$ cat src/rtl/fft_ctrl_pkg.sv
// Shared FFT control definitions: config-word field layout and length legality check.
package fft_ctrl_pkg;

    localparam int unsigned CFG_W        = 24;
    localparam int unsigned CFG_NFFT_LSB = 0;
    localparam int unsigned CFG_NFFT_W   = 5;
    localparam int unsigned CFG_CP_LSB   = 8;
    localparam int unsigned CFG_CP_W     = 7;
    localparam int unsigned CFG_FWD_BIT  = 16;

    // Config word as laid out by the generator; reserved fields are zero.
    typedef struct packed {
        logic [6:0]            rsvd_23_17;
        logic                  fwd_inv;
        logic                  rsvd_15;
        logic [CFG_CP_W-1:0]   cp_len;
        logic [2:0]            rsvd_7_5;
        logic [CFG_NFFT_W-1:0] nfft_log2;
    } fft_cfg_word_t;

    // True when a requested log2 length lies in [lo, hi].
    function automatic logic nfft_log2_legal(input logic [CFG_NFFT_W-1:0] l2,
                                             input int unsigned lo,
                                             input int unsigned hi);
        return (32'(l2) >= lo) && (32'(l2) <= hi);
    endfunction

endpackage

$ cat src/rtl/axis_out_reg.sv
// Single-stage valid/ready output register carrying data and tlast.
module axis_out_reg #(
    parameter int unsigned DATA_W = 32
) (
    input  logic              clk,
    input  logic              rst,
    input  logic              in_valid,
    input  logic [DATA_W-1:0] in_data,
    input  logic              in_last,
    output logic              in_ready_c,
    output logic [DATA_W-1:0] out_data,
    output logic              out_valid,
    output logic              out_last,
    input  logic              out_ready
);

    // Room for a new beat whenever the held beat is absent or leaving this cycle.
    assign in_ready_c = !(out_valid && !out_ready);

    // Load on accept; drop valid (and tlast with it) once the held beat is taken.
    always_ff @(posedge clk or posedge rst) begin
        if (rst) begin
            out_data  <= '0;
            out_valid <= 1'b0;
            out_last  <= 1'b0;
        end else if (in_valid) begin
            out_data  <= in_data;
            out_valid <= 1'b1;
            out_last  <= in_last;
        end else if (out_ready) begin
            out_valid <= 1'b0;
            out_last  <= 1'b0;
        end
    end

endmodule

$ cat src/rtl/fft_frame_gate.sv
// Frame gate in front of the FFT data input: decodes the config word, marks tlast
// every NFFT samples, and only switches length on a frame boundary.
// Optional macro FFT_FRAME_GATE_FRAME_CNT_EN adds a 32-bit completed-frame counter.
module fft_frame_gate
    import fft_ctrl_pkg::*;
#(
    parameter int unsigned DATA_W   = 32,
    parameter int unsigned MIN_LOG2 = 3,
    parameter int unsigned MAX_LOG2 = 16
) (
    input  logic                  clk,
    input  logic                  rst,
    input  logic [CFG_W-1:0]      cfg_tdata,
    input  logic                  cfg_tvalid,
    output logic                  cfg_tready,
    input  logic [DATA_W-1:0]     s_axis_tdata,
    input  logic                  s_axis_tvalid,
    output logic                  s_axis_tready,
    output logic [DATA_W-1:0]     m_axis_tdata,
    output logic                  m_axis_tvalid,
    input  logic                  m_axis_tready,
    output logic                  m_axis_tlast,
    output logic [CFG_NFFT_W-1:0] nfft_log2,
    output logic                  cfg_err
`ifdef FFT_FRAME_GATE_FRAME_CNT_EN
    ,
    output logic [31:0]           frame_count
`endif
);

    localparam int unsigned CNT_W = MAX_LOG2;

    localparam logic [0:0] WAIT_CFG = 1'b0;
    localparam logic [0:0] RUN      = 1'b1;

    logic [0:0]            state_q, state_d;
    logic [CNT_W-1:0]      cnt_q, cnt_d;
    logic [CNT_W-1:0]      last_idx_c;
    logic [CFG_NFFT_W-1:0] nfft_d;
    logic                  cfg_err_d;
    logic [CFG_NFFT_W-1:0] cfg_log2_c;
    logic                  cfg_legal_c;
    logic                  boundary_c;
    logic                  is_last_c;
    logic                  out_room_c;
    logic                  load_c;
    logic                  unused_cfg_bits;

    // Only the length field is interpreted; CP length and direction pass by.
    assign cfg_log2_c      = cfg_tdata[CFG_NFFT_LSB +: CFG_NFFT_W];
    assign unused_cfg_bits = ^cfg_tdata[CFG_W-1:CFG_NFFT_W];
    assign cfg_legal_c     = nfft_log2_legal(cfg_log2_c, MIN_LOG2, MAX_LOG2);

    // Frame position bookkeeping; at the longest length the wrap is at all-ones.
    assign last_idx_c = CNT_W'((32'd1 << nfft_log2) - 32'd1);
    assign is_last_c  = (cnt_q == last_idx_c);
    assign boundary_c = (cnt_q == '0) && !m_axis_tvalid;
    assign load_c     = s_axis_tvalid && s_axis_tready;

    // State register.
    always_ff @(posedge clk or posedge rst) begin
        if (rst) begin
            state_q <= WAIT_CFG;
        end else begin
            state_q <= state_d;
        end
    end

    // Next state, handshake readies and datapath updates.
    always_comb begin
        state_d       = state_q;
        cnt_d         = cnt_q;
        nfft_d        = nfft_log2;
        cfg_err_d     = 1'b0;
        cfg_tready    = 1'b0;
        s_axis_tready = 1'b0;
        case (state_q)
            WAIT_CFG: begin
                cfg_tready = !rst;
                if (cfg_tvalid && cfg_tready) begin
                    if (cfg_legal_c) begin
                        nfft_d  = cfg_log2_c;
                        cnt_d   = '0;
                        state_d = RUN;
                    end else begin
                        cfg_err_d = 1'b1;
                    end
                end
            end
            RUN: begin
                // A pending config wins over samples at a frame boundary.
                cfg_tready    = boundary_c;
                s_axis_tready = out_room_c && !(cfg_tvalid && boundary_c);
                if (cfg_tvalid && cfg_tready) begin
                    if (cfg_legal_c) begin
                        nfft_d = cfg_log2_c;
                        cnt_d  = '0;
                    end else begin
                        cfg_err_d = 1'b1;
                    end
                end
                if (s_axis_tvalid && s_axis_tready) begin
                    cnt_d = is_last_c ? '0 : cnt_q + CNT_W'(1);
                end
            end
            default: state_d = WAIT_CFG;
        endcase
    end

    // Registered counter, active length and error pulse.
    always_ff @(posedge clk or posedge rst) begin
        if (rst) begin
            cnt_q     <= '0;
            nfft_log2 <= '0;
            cfg_err   <= 1'b0;
        end else begin
            cnt_q     <= cnt_d;
            nfft_log2 <= nfft_d;
            cfg_err   <= cfg_err_d;
        end
    end

`ifdef FFT_FRAME_GATE_FRAME_CNT_EN
    // Completed frames since the last accepted legal config.
    always_ff @(posedge clk or posedge rst) begin
        if (rst) begin
            frame_count <= '0;
        end else if (cfg_tvalid && cfg_tready && cfg_legal_c) begin
            frame_count <= '0;
        end else if (m_axis_tvalid && m_axis_tready && m_axis_tlast) begin
            frame_count <= frame_count + 32'd1;
        end
    end
`endif

    axis_out_reg #(
        .DATA_W (DATA_W)
    ) u_out_reg (
        .clk        (clk),
        .rst        (rst),
        .in_valid   (load_c),
        .in_data    (s_axis_tdata),
        .in_last    (is_last_c),
        .in_ready_c (out_room_c),
        .out_data   (m_axis_tdata),
        .out_valid  (m_axis_tvalid),
        .out_last   (m_axis_tlast),
        .out_ready  (m_axis_tready)
    );

endmodule

$ cat config.mk
export PLATFORM = sky130hd
export DESIGN_NAME = fft_frame_gate
export DESIGN_NICKNAME = d
export VERILOG_FILES = /design/src/rtl/fft_ctrl_pkg.sv /design/src/rtl/axis_out_reg.sv /design/src/rtl/fft_frame_gate.sv
export SDC_FILE = /design/constraint.sdc
export NUM_CORES = 1
export LEC_CHECK = 0
export ABC_CLOCK_PERIOD_IN_PS = 8500
export BUFFER_PORTS_ARGS = -buffer_cell sky130_fd_sc_hd__buf_2
export CAP_MARGIN = 10
export CORE_AREA = 2 2 89 91
export CTS_BUF_LIST = sky130_fd_sc_hd__clkbuf_8
export DETAILED_ROUTE_END_ITERATION = 10
export DIE_AREA = 0 0 91 93
export GPL_TIMING_DRIVEN = 0
export PLACE_DENSITY_LB_ADDON = 0.3
export SYNTH_ARGS = -nofsm -noshare
export SYNTH_HDL_FRONTEND = slang
export SYNTH_SLANG_ARGS = --single-unit
$ cat constraint.sdc
create_clock -name clk -period 8.5 [get_ports clk]
set_input_delay 0 -clock clk [delete_from_list [all_inputs] [get_ports clk]]
set_output_delay 0 -clock clk [all_outputs]
set_load 0.02 [all_outputs]
# Word level (Yosys, flattened, before mapping)
# Index checks and enable logic that the tools add are counted.
dict set report totals {
  regBits 57
  in_bits 61
  output_inout_bits 42
  elab_cells 56
}
dict set report op_classes {
  n_addsub 2
  n_lt_le_gt_ge 2
  n_eq_ne 4
  shifts 1
  n_mux 22
  bitwise_logic 1
  n_reduce_logical 17
}
# op n
set ops {}
lappend ops {{$mux W16} 5}
lappend ops {{$pmux W16 S2} 1}
lappend ops {{$add A16 B1 Y16 const B} 1}
lappend ops {{$eq A16 B16 Y1} 1}
lappend ops {{$logic_not A16 Y1} 1}
lappend ops {{$shl A1 B5 Y16 const A} 1}
lappend ops {{$sub A16 B1 Y16 const B} 1}
lappend ops {{$mux W5} 3}
lappend ops {{$mux W1} 10}
lappend ops {{$pmux W5 S2} 1}
lappend ops {{$logic_and A1 B1 Y1} 8}
lappend ops {{$ge A5 B2 Y1 const B} 1}
lappend ops {{$le A5 B5 Y1 const B} 1}
lappend ops {{$logic_not A1 Y1} 5}
lappend ops {{$pmux W1 S2} 2}
lappend ops {{$reduce_and A2 Y1} 2}
lappend ops {{$ne A3 B1 Y1 const B} 1}
lappend ops {{$ne A2 B1 Y1 const B} 1}
lappend ops {{$ne A2 B2 Y1 const B} 1}
lappend ops {{$reduce_bool A2 Y1} 1}
lappend ops {{$not A1 Y1} 1}

# Depth between registers and ports, before layout
# Gate-level depths: netlist (run 1).
dict set report logic_depth {
  depth_word 8
  ltp_mapped 15
  depth_no_buf 10
}

# Modules after synthesis
# A second synthesis (run 1) with hierarchy kept.
dict set report unflattened {
  cells_unflattened 323
  area_unflattened_um2 3318.2
}
# module n_inst cells_per_inst area_per_inst_um2 seq_area_each_um2
set by_module_without_submodules {}
lappend by_module_without_submodules {fft_frame_gate 1 248 1910.6 575.6}
lappend by_module_without_submodules {axis_out_reg 1 75 1407.6 850.8}

# Worst setup path before layout (run 1)
# Ideal clock, no wire load.
dict set report synth_timing {
  kind {reg2reg}
  from {reg nfft_log2[2]}
  to {reg cnt_q[8]}
  setup_time_ns 0.131
  arrival_time_ns 2.807
  required_time_ns 8.369
  path_slack_ns 5.562
  stages_incl_launch_ff 14
  path_buffers 3
  synth_period_minus_slack_ns 2.938
  cell_sequence {dfrtp_1 > buf_4 > nor4_4 > nand2_1 > ha_1 > nor3_1 > a31oi_1 > a21oi_1 > o211ai_1 > or4b_1 > buf_2 > buf_6 > o2111ai_1 > nand3_1}
}
dict set report synth_between {
  elab_chain_cells 6
}
# item line_no
set synth_rtl {}
lappend synth_rtl {{start: declaration} fft_frame_gate.sv:23} ;# output logic [CFG_NFFT_W-1:0] nfft_log2,
lappend synth_rtl {{start signal: assignment} fft_frame_gate.sv:118} ;# nfft_log2 <= nfft_d;
lappend synth_rtl {{$shl A1 B5 Y16} fft_frame_gate.sv:55} ;# assign last_idx_c = CNT_W'((32'd1 << nfft_log2) - 32'd1);
lappend synth_rtl {{$sub A16 B1 Y16} fft_frame_gate.sv:55}
lappend synth_rtl {{$eq A16 B16 Y1} fft_frame_gate.sv:56} ;# assign is_last_c = (cnt_q == last_idx_c);
lappend synth_rtl {{$mux W16} fft_frame_gate.sv:103} ;# cnt_d = is_last_c ? '0 : cnt_q + CNT_W'(1);
lappend synth_rtl {{$mux W16} fft_frame_gate.sv:102} ;# if (s_axis_tvalid && s_axis_tready) begin
lappend synth_rtl {{$pmux W16 S2} fft_frame_gate.sv:77} ;# case (state_q)
lappend synth_rtl {{end signal: assignment} fft_frame_gate.sv:117} ;# cnt_q <= cnt_d;
lappend synth_rtl {{end: declaration} fft_frame_gate.sv:37} ;# logic [CNT_W-1:0] cnt_q, cnt_d;
# No other way between the ends.
# A chain may end at the register's enable or synchronous reset.

# Worst setup path after layout (run 1)
dict set report layout_timing {
  from {reg nfft_log2[3]}
  to {reg cnt_q[8]}
}
# Same word-level chain as after synthesis.

==> impl_metrics.json, run 1 <==
{
  "ir_drop_v": 0.000138,
  "syn_inst": 401,
  "post_cts_buffers": 0,
  "htree_num_levels": 3,
  "rsz0062_at_grt": "false",
  "antenna_found_initial": 0,
  "grt.total_usage_pct": 23.2,
  "clk_path_buf_depth": 2,
  "ys_ff_latch": 57,
  "dieHeight_um": 93,
  "r2r_slack_ns": 5.18,
  "synthesis.area_um2": 3270,
  "async_flop_share_pct": 100,
  "die_x_um": 91,
  "synth_fp_nets": 465,
  "tns_ns": 0,
  "min_period_ns": 3.32,
  "clock-skew-final_ns": 0.0122,
  "cp.arrival_ns": 3.54,
  "critPathMaxFanout": 10,
  "setup_viol": 0,
  "max_stage_delay_ns": 0.49,
  "portBuffers": 83,
  "routedWlPerCell_um": 14.6,
  "critical_path_required_ns": 8.72,
  "drtIter0Drc": 222,
  "crit_path_top_delay_cell": "or4b_1",
  "numCtsBuffers": 9,
  "p_int_mw": 0.712,
  "final_max_slew_viol_count": 0,
  "p_seq_share_pct": 32.0,
  "clockPowerShare_pct": 20.1,
  "syn2layout_area_growth_pct": 35.5,
  "cp-end-kind": "flip-flop",
  "dpl.hpwl_um": 6180,
  "crit_path_cell_trace": "buf_4 -> buf_2 -> nor2_1 -> nand3_1 -> ha_1 -> nor3_1 -> nand4b_1 -> a31oi_1 -> o211ai_1 -> or4b_1 -> buf_2 -> buf_6 -> nand3_1 -> nand3_1",
  "grt_max_degree": 35,
  "insertion_delay_ns": 0.33,
  "max_freq_mhz": 301,
  "diodes": 0,
  "yosys_warnings": 0,
  "path_clk_slew_ns": 0.07,
  "io_pins": 103,
  "finalHoldViolCount": 0,
  "tritoncts": "done",
  "place_congestion": 0.846,
  "synth_ff_type": "dfrtp_1",
  "placementRows": 32,
  "crit_type": "flip-flop to flip-flop",
  "synth_edf_count": 0,
  "vias": 3398,
  "grt_pass1_wl_um": 15900,
  "root_buffer": "clkbuf_8",
  "start_util_pct": 43.4,
  "nets": 600,
  "min_path_type": "input pin to asynchronous set/reset pin",
  "syn_avg_cell_area_um2": 8.15,
  "pwr-share-comb_pct": 48.0,
  "power.leakage_nw": 2.19,
  "drive_gt1_share_pct": 24.0,
  "coreArea_um2": 7530,
  "status": "finished, final reports clean",
  "overflow": 0,
  "timing.hold.ws_ns": 0.249,
  "worstMarginPinSlew_ns": 0.557,
  "vias_per_cell": 5.28,
  "synth_seq_area_share_pct": 43.7,
  "crit_path_frequent_cell": "nand3_1",
  "min_period_over_period_pct": 39.0,
  "drt_pass1_iterations": 5,
  "power_density_nw_per_um2": 282,
  "die-area_um2": 8460,
  "ys_types": 54,
  "setup.worst_path.start_class": "flip-flop",
  "drc": 0,
  "numClockSinks": 57,
  "power.net_switching_mw": 0.538,
  "ant_nets": 0,
  "grt_pass1_vias": 3465,
  "max-slew-margin-rel_pct": 62.8,
  "switching_share_pct": 43.0,
  "drv_cap": 0,
  "drt_wl_total_um": 9380
}
-- worst max-delay path, delay by kind of cell (launching register included) --
family	cells	cell delay [ns]
adders and majority gates	1	0.25
AOI/OAI and AO/OA	2	0.29
and+or+nand+nor	7	1.49
buffers and inverters	4	0.76
DFF	1	0.41
-- power groups by stage --
stage	logic [mW]	registers (mW)	clock network (mW)
after floorplan	0.333	0.472	0
after global placement	0.563	0.398	0
after detailed placement	0.579	0.400	0
after CTS	0.592	0.398	0.255
after global routing	0.658	0.410	0.266
final	0.599	0.400	0.251
-- per-layer routing --
layer	wire (um)	share of wire, %	global-route usage [%]
met4	184	2.0	9.60
met3	546	5.8	4.83
met2	4690	50	40.3
met1	3960	42	28.0
met5	0	0	0
-- synthesized netlist by cell type, drive strengths merged, types with 2 or more instances --
library cell | count | area, um2
clkbuf | 15 | 56.3
buf | 21 | 126
nand4 | 7 | 43.8
nand3 | 26 | 130
nor4 | 5 | 46.3
o2111ai | 3 | 26.3
a22oi | 2 | 15.0
nand2 | 131 | 492
xor2 | 4 | 35.0
nand2b | 3 | 18.8
xnor2 | 3 | 26.3
and4 | 2 | 17.5
nor3 | 15 | 75.1
nor4b | 2 | 17.5
or3b | 2 | 17.5
nor2 | 11 | 41.3
o21ai | 16 | 80.1
a32oi | 2 | 17.5
nor2b | 2 | 12.5
dfrtp | 57 | 1430
a21oi | 7 | 35.0
a31oi | 2 | 12.5
and2 | 3 | 18.8
o211ai | 6 | 60.1
inv | 10 | 37.5
and3 | 9 | 56.3
mux2 | 6 | 67.6
a211oi | 3 | 22.5
ha | 3 | 37.5
nand4b | 6 | 52.6
-- state kept, by name, indices dropped and copies added (netlist names) --
name	cells
cnt_q	16
cfg_err	1
state_q	1
u_out_reg.out_valid	1
u_out_reg.out_last	1
u_out_reg.out_data	32
nfft_log2	5
-- what timing repair did --
item,4_1_cts,5_1_grt
hold buffers,40,0
endpoints found under the setup margin,0,0
resized for setup,0,0
endpoints found under the hold margin,64,0
-- kinds of logic after synthesis --
group	share of synthesized area, %
adders and majority gates	1.15
and+or+nand+nor	33.3
AOI/OAI and AO/OA	11.2
buffers and inverters	6.74
xor gates and xnor gates	1.88
muxes	2.07
DFF	43.7
-- metrics by stage --
step	cell area, um2	power, mW	setup slack [ns]	util [%]	instances
after detailed placement	3830	0.979	5.23	50.9	587
after global routing	4430	1.33	4.92	58.8	643
final	4430	1.25	5.18	58.8	643
after CTS	4430	1.25	5.22	58.8	643
after global placement	3810	0.961	4.98	50.6	586
after floorplan	3270	0.805	5.56	-	401
-- area by class of cell --
cell class,count,area (um2)
tap,102,128
clock inverter,6,58.8
multi-input combinational,298,1620
timing repair buffer,124,836
inverter,10,37.5
clock buffer,10,138
fill,694,3100
sequential,57,1430
buffer,36,183
-- cells in the final DEF, fill, tap and decap left out, drive strengths merged, types with 3 or more instances in the layout --
master / instances
nor4: 5
nand4: 7
nand4b: 6
xor2: 4
xnor2: 3
a21oi: 7
nand2b: 3
o21ai: 16
and3: 9
o211ai: 6
nor3: 15
nand3: 26
dlygate4sd3: 40
ha: 3
buf: 105
nor2: 11
mux2: 6
clkbuf: 25
dfrtp: 57
a211oi: 3
and2: 3
inv: 11
nand2: 131
o2111ai: 3
-- final timing paths --
check                                         end  cells past startpoint             startpoint
min                        u_out_reg.out_data[20]                      3                    rst
max                                      cnt_q[8]                     14           nfft_log2[3]
max in group asynchronous                cnt_q[0]                      4                    rst
min reg2reg                 u_out_reg.out_data[2]                      2  u_out_reg.out_data[2]
max reg2reg                              cnt_q[8]                     14           nfft_log2[3]
min in group clk           u_out_reg.out_data[29]                      5          s_axis_tvalid
(Power assumes the default switching activity.)
==> inputs of run 2 (changes only) <==
- ABC_CLOCK_PERIOD_IN_PS: 8500 -> 3400
- clock period: 8.5 -> 3.4 ns (I/O delays scaled with it)
==> run 2 against run 1 <==
  * Critical endpoint unchanged
  * Critical path depth fell by 1
  * Sequential power grew to 2.5 times the previous value
  * Clock skew is 0.0019 ns lower
  * Cell count did not move
  * Via count up 0.35%
  * Worst hold slack improved by 0.0043 ns
  * Setup slack got worse by 5.0 ns
  * Fmax is 4.0% higher
  * First-iteration DRC count shrank 8.1%
  * Register-to-register slack lost 5.0 ns
  * Sequential cell count unchanged
  * Clock power increased by 150%
==> impl_metrics.json, run 2 (synthesis results as in run 1) <==
{
  "htree_num_levels": 3,
  "status": "finished, final reports clean",
  "final_cell_mix": "nand2_1, buf_2, dfrtp_1",
  "min_period_ns": 3.19,
  "diodes": 0,
  "drt_pass1_iterations": 4,
  "start_util_pct": 43.4,
  "drv_cap": 0,
  "io_pins": 103,
  "power.net_switching_mw": 1.35,
  "root_buffer": "clkbuf_8",
  "grt_pass1_wl_um": 15900,
  "drive_gt1_share_pct": 24.4,
  "max_freq_mhz": 313,
  "ant_nets": 0,
  "placementRows": 32,
  "p_int_mw": 1.80,
  "grt.total_usage_pct": 23.2,
  "pwr-share-comb_pct": 48.5,
  "insertion_delay_ns": 0.33,
  "finalHoldViolCount": 0,
  "critical_path_required_ns": 3.61,
  "min_period_over_period_pct": 93.8,
  "final_max_slew_viol_count": 0,
  "grt_max_degree": 35,
  "antenna_found_initial": 0,
  "die-area_um2": 8460,
  "path_clk_slew_ns": 0.07,
  "post_dp_cell_area_um2": 3830,
  "portBuffers": 83,
  "cp-end-kind": "flip-flop",
  "clockPowerShare_pct": 19.7,
  "fin_area_um2": 4450,
  "dpl.hpwl_um": 6180,
  "routedWlPerCell_um": 14.6,
  "drt_wl_total_um": 9380,
  "grt_pass1_vias": 3465,
  "crit_path_frequent_cell": "nand3_1",
  "cp.arrival_ns": 3.40,
  "path_buf_inv": 4,
  "top_register": "u_out_reg.out_data",
  "setup_viol": 0,
  "clock-skew-final_ns": 0.0104,
  "overflow": 0,
  "syn2layout_area_growth_pct": 36.3,
  "power_density_nw_per_um2": 707,
  "timing.hold.ws_ns": 0.253,
  "drc": 0,
  "p_seq_share_pct": 31.7,
  "setup.worst_path.start_class": "flip-flop",
  "place_congestion": 0.846,
  "dpl.cell_count": 587,
  "clk_path_buf_depth": 2,
  "die_x_um": 91,
  "coreArea_um2": 7530,
  "dieHeight_um": 93,
  "min_path_type": "input pin to asynchronous set/reset pin",
  "switching_share_pct": 42.9,
  "vias_per_cell": 5.30,
  "worstMarginPinSlew_ns": 0.564,
  "crit_path_top_delay_cell": "or4b_1",
  "numClockSinks": 57,
  "max-slew-margin-rel_pct": 62.4,
  "final_common_cell": "nand2_1",
  "reg.largest.list": "u_out_reg.out_data: 32 flops, cnt_q: 16 flops, nfft_log2: 5 flops",
  "crit_family": "simple AND/OR/NAND/NOR gates",
  "max_stage_delay_ns": 0.49,
  "instances_no_fill": 643,
  "tritoncts": "done",
  "nets": 600,
  "largest_reg_flops": 32,
  "numCtsBuffers": 9,
  "post_cts_buffers": 0,
  "vias": 3410,
  "critPathMaxFanout": 10,
  "drtIter0Drc": 204,
  "crit_type": "flip-flop to flip-flop",
  "ir_drop_v": 0.000345,
  "power.leakage_nw": 2.20,
  "crit_path_cell_trace": "buf_4 -> nor4_4 -> nand2_1 -> ha_2 -> clkbuf_4 -> o311a_1 -> a211oi_1 -> o211ai_1 -> or4b_1 -> buf_2 -> buf_6 -> nand3_1 -> nand3_1"
}
run 2: what timing repair did:
item / 4_1_cts / 5_1_grt
hold buffers: 40 / 0
resized for setup: 0 / 8
hold endpoints to repair: 64 / 0
setup endpoints to repair: 0 / 17
run 2: path summary, 6_finish.rpt:
check / startpoint / end / slack, ns / cells past startpoint
worst max register to register: nfft_log2[2] / cnt_q[8] / 0.21 / 13
worst min-delay path: rst / u_out_reg.out_data[20] / 0.25 / 3
worst min register to register: u_out_reg.out_data[2] / u_out_reg.out_data[2] / 0.47 / 2
max in group asynchronous: rst / cnt_q[3] / 2.58 / 4
min in group clk: s_axis_tvalid / u_out_reg.out_data[29] / 0.27 / 5
worst max-delay path: nfft_log2[2] / cnt_q[8] / 0.21 / 13
run 2: worst reg2reg max path, stage by stage (launching register included):
cell      delay, ns
dfrtp_1        0.43
buf_4          0.20
nor4_4         0.34
nand2_1        0.11
ha_2           0.24
clkbuf_4       0.19
o311a_1        0.12
a211oi_1       0.29
o211ai_1       0.15
or4b_1         0.49
buf_2          0.19
buf_6          0.16
nand3_1        0.09
nand3_1        0.08
run 2: metrics by stage:
stage	worst slack, ns	utilization [%]	power (mW)	setup TNS, ns
final	0.210	59.2	3.15	0
after global routing	-0.0124	59.2	3.37	-0.0187
after CTS	0.118	58.8	3.11	0
after detailed placement	0.131	50.9	2.45	0
after global placement	-0.125	50.6	2.40	-1.05
after floorplan	0.462	-	2.01	0
run 2: final cells by class:
type                    count  area (um2)
multi-input cells         298        1630
flip-flops and latches     57        1430
plain buffers              36         196
inverters                  10        37.5
well taps                 102         128
clock inverters             6        58.8
clock buffers              10         138
fillers                   694        3070
repair buffers            124         836
run 2: metal layers:
| layer | up-vias | track usage (%) | routed length (um) |
|---|---|---|---|
| met5 | - | 0 | 0 |
| met4 | 0 | 9.60 | 177 |
| met3 | 17 | 4.83 | 517 |
| met2 | 116 | 40.3 | 4740 |
| met1 | 1629 | 28.0 | 3940 |
| li1 | 1648 | - | - |
run 2: power by group through the flow:
stage / logic, mW / clock network (mW) / registers (mW)
2_1_floorplan: 0.832 / 0 / 1.18
3_3_place_gp: 1.41 / 0 / 0.995
3_5_place_dp: 1.45 / 0 / 1.00
4_1_cts: 1.48 / 0.638 / 0.996
5_1_grt: 1.68 / 0.666 / 1.03
6_report: 1.53 / 0.621 / 1.00
==> inputs of run 3 (changes only) <==
--- a/config.mk
+++ b/config.mk
@@ -18,2 +18,3 @@
 export SYNTH_HDL_FRONTEND = slang
 export SYNTH_SLANG_ARGS = --single-unit
+export TNS_END_PERCENT = 10
==> constraint.sdc (replaced) <==
create_clock -name clk -period 3.4 [get_ports clk]
set_input_delay 0.85 -clock clk [delete_from_list [all_inputs] [get_ports clk]]
set_output_delay 0.85 -clock clk [all_outputs]
set_load 0.02 [all_outputs]
==> run 3 against run 2 <==
  * Power decreased by 0.85%
  * Core utilization is 5.1 points lower
  * First-iteration DRC count rose by 3.4%
  * Clock power is 5.6% higher
  * Global-route usage down 3.3 points
  * Combinational power shrank 4%
  * Non-clock buffer count decreased by 39
  * Largest cell class unchanged
==> impl_metrics.json, run 3 (synthesis results as in run 1) <==
{
  "worstMarginPinSlew_ns": 0.611,
  "dpl.hpwl_um": 5960,
  "r2r_end": "cnt_q[3]",
  "placementRows": 32,
  "critical_path_required_ns": 3.62,
  "grt_pass1_wl_um": 13700,
  "final_common_cell": "nand2_1",
  "drt_wl_total_um": 8380,
  "largest_reg_flops": 32,
  "min_path_type": "flip-flop to flip-flop",
  "dieHeight_um": 93,
  "max-slew-margin-rel_pct": 59.2,
  "routedWlPerCell_um": 13.9,
  "postCtsHoldBufs": 0,
  "clock-skew-final_ns": 0.00606,
  "htree_num_levels": 3,
  "finalHoldViolCount": 0,
  "r2r_slack_ns": 0.27,
  "path_buf_inv": 3,
  "nets": 561,
  "start_util_pct": 43.4,
  "drc": 0,
  "power.leakage_nw": 2.04,
  "crit_path_frequent_cell": "nand3_1",
  "top_register": "u_out_reg.out_data",
  "syn2layout_area_growth_pct": 24.5,
  "crit_family": "simple AND/OR/NAND/NOR gates",
  "io_pins": 103,
  "insertion_delay_ns": 0.34,
  "crit_type": "flip-flop to flip-flop",
  "die-area_um2": 8460,
  "clk_path_buf_depth": 2,
  "drtIter0Drc": 211,
  "die_x_um": 91,
  "min_period_ns": 3.13,
  "dp_slack_ns": 0.122,
  "cp-end-kind": "flip-flop",
  "reg.largest.list": "u_out_reg.out_data: 32 flops, cnt_q: 16 flops, nfft_log2: 5 flops",
  "drive_gt1_share_pct": 26.5,
  "cp.arrival_ns": 3.35,
  "tritoncts": "done",
  "r2r-start": "nfft_log2[2]",
  "hold_path_depth": 2,
  "rr_worst_depth": 13,
  "drv_cap": 0,
  "coreArea_um2": 7530,
  "grt_pass1_vias": 3037,
  "crit_path_top_delay_cell": "or4b_1",
  "vias_per_cell": 5.34,
  "max_stage_delay_ns": 0.51,
  "numCtsBuffers": 9,
  "drt_pass1_iterations": 5,
  "grt.total_usage_pct": 19.8,
  "n_fill_cell": 743,
  "ir_drop_v": 0.000405,
  "portBuffers": 83,
  "whs_endpoint": "u_out_reg.out_data[10]",
  "place_congestion": 0.868,
  "root_buffer": "clkbuf_8",
  "overflow": 0,
  "tns_ns": 0,
  "final_max_slew_viol_count": 0,
  "grt_max_degree": 39,
  "path_clk_slew_ns": 0.07,
  "diodes": 0,
  "max_freq_mhz": 319,
  "min_period_over_period_pct": 92.2,
  "power_mw": 3.12,
  "min_from": "u_out_reg.out_data[10]",
  "crit_path_cell_trace": "buf_4 -> nor4_4 -> nand2_1 -> ha_2 -> nor3_2 -> a31oi_1 -> a21oi_1 -> o211ai_1 -> or4b_1 -> buf_2 -> buf_6 -> nand3_1 -> nand3_1",
  "vias": 3224,
  "ant_nets": 0,
  "setup_viol": 0,
  "numClockSinks": 57,
  "setup_slack_ns": 0.265,
  "setup.worst_path.start_class": "flip-flop",
  "antenna_found_initial": 0,
  "status": "finished, final reports clean",
  "final_cell_mix": "nand2_1, buf_2, dfrtp_1",
  "critPathMaxFanout": 10,
  "power_density_nw_per_um2": 768
}
run 3: worst max-delay path by stage:
| stage | from | cells after the start | slack, ns | end |
|---|---|---|---|---|
| CTS | nfft_log2[3] | 14 | 0.10 | cnt_q[3] |
| global route | nfft_log2[1] | 15 | -0.006 | cnt_q[11] |
| floorplan | rst | 8 | 0.14 | cnt_q[3] |
| finish | nfft_log2[2] | 13 | 0.27 | cnt_q[3] |
| detailed placement | nfft_log2[3] | 14 | 0.12 | cnt_q[7] |
| global placement | rst | 9 | -0.61 | cnt_q[6] |
run 3: report_power, final:
group	total (mW)	leakage (nW)	internal [mW]	switching, mW
Sequential	0.993	0.720	0.857	0.136
Combinational	1.47	1.21	0.565	0.910
Clock	0.656	0.107	0.375	0.280
run 3: what timing repair did:
action	CTS	global route
setup endpoints to repair	0	17
resized for setup	0	7
buffers inserted	0	1
run 3: worst register-to-register path, stage by stage (launching register included):
cell and delay, ns:
dfrtp_1 0.44, buf_4 0.20, nor4_4 0.33, nand2_1 0.11, ha_2 0.23, nor3_2 0.25
a31oi_1 0.16, a21oi_1 0.15, o211ai_1 0.11, or4b_1 0.51, buf_2 0.20, buf_6 0.17
nand3_1 0.09, nand3_1 0.08
run 3: cell type report:
type                       count  area, um2  share of cell area, %
inverter                      10       41.3                   1.01
multi-input combinational    298       1630                   40.0
sequential                    57       1430                   35.1
buffer                        36        196                   4.83
clock inverter                 5       55.1                   1.35
timing repair buffer          85        443                   10.9
clock buffer                  11        151                   3.72
tap                          102        128                   3.14
run 3: stage by stage:
stage | cell area (um2) | util, % | hold slack (ns) | instances
4_1_cts | 4040 | 53.7 | 0.475 | 603
2_1_floorplan | 3270 | - | 0.473 | 401
3_3_place_gp | 3810 | 50.7 | 0.454 | 586
5_1_grt | 4070 | 54.1 | 0.490 | 604
6_report | 4070 | 54.1 | 0.473 | 604
3_5_place_dp | 3830 | 50.9 | 0.458 | 587
run 3: per-layer routing:
metal | wire [um] | share of wire [%] | global-route usage [%] | vias to the layer above
met4 | 147 | 1.8 | 9.22 | 0
met3 | 585 | 7.0 | 3.87 | 16
met2 | 3920 | 47 | 33.0 | 120
met5 | 0 | 0 | 0 | -
met1 | 3730 | 44 | 25.0 | 1525
li1 | - | - | - | 1563
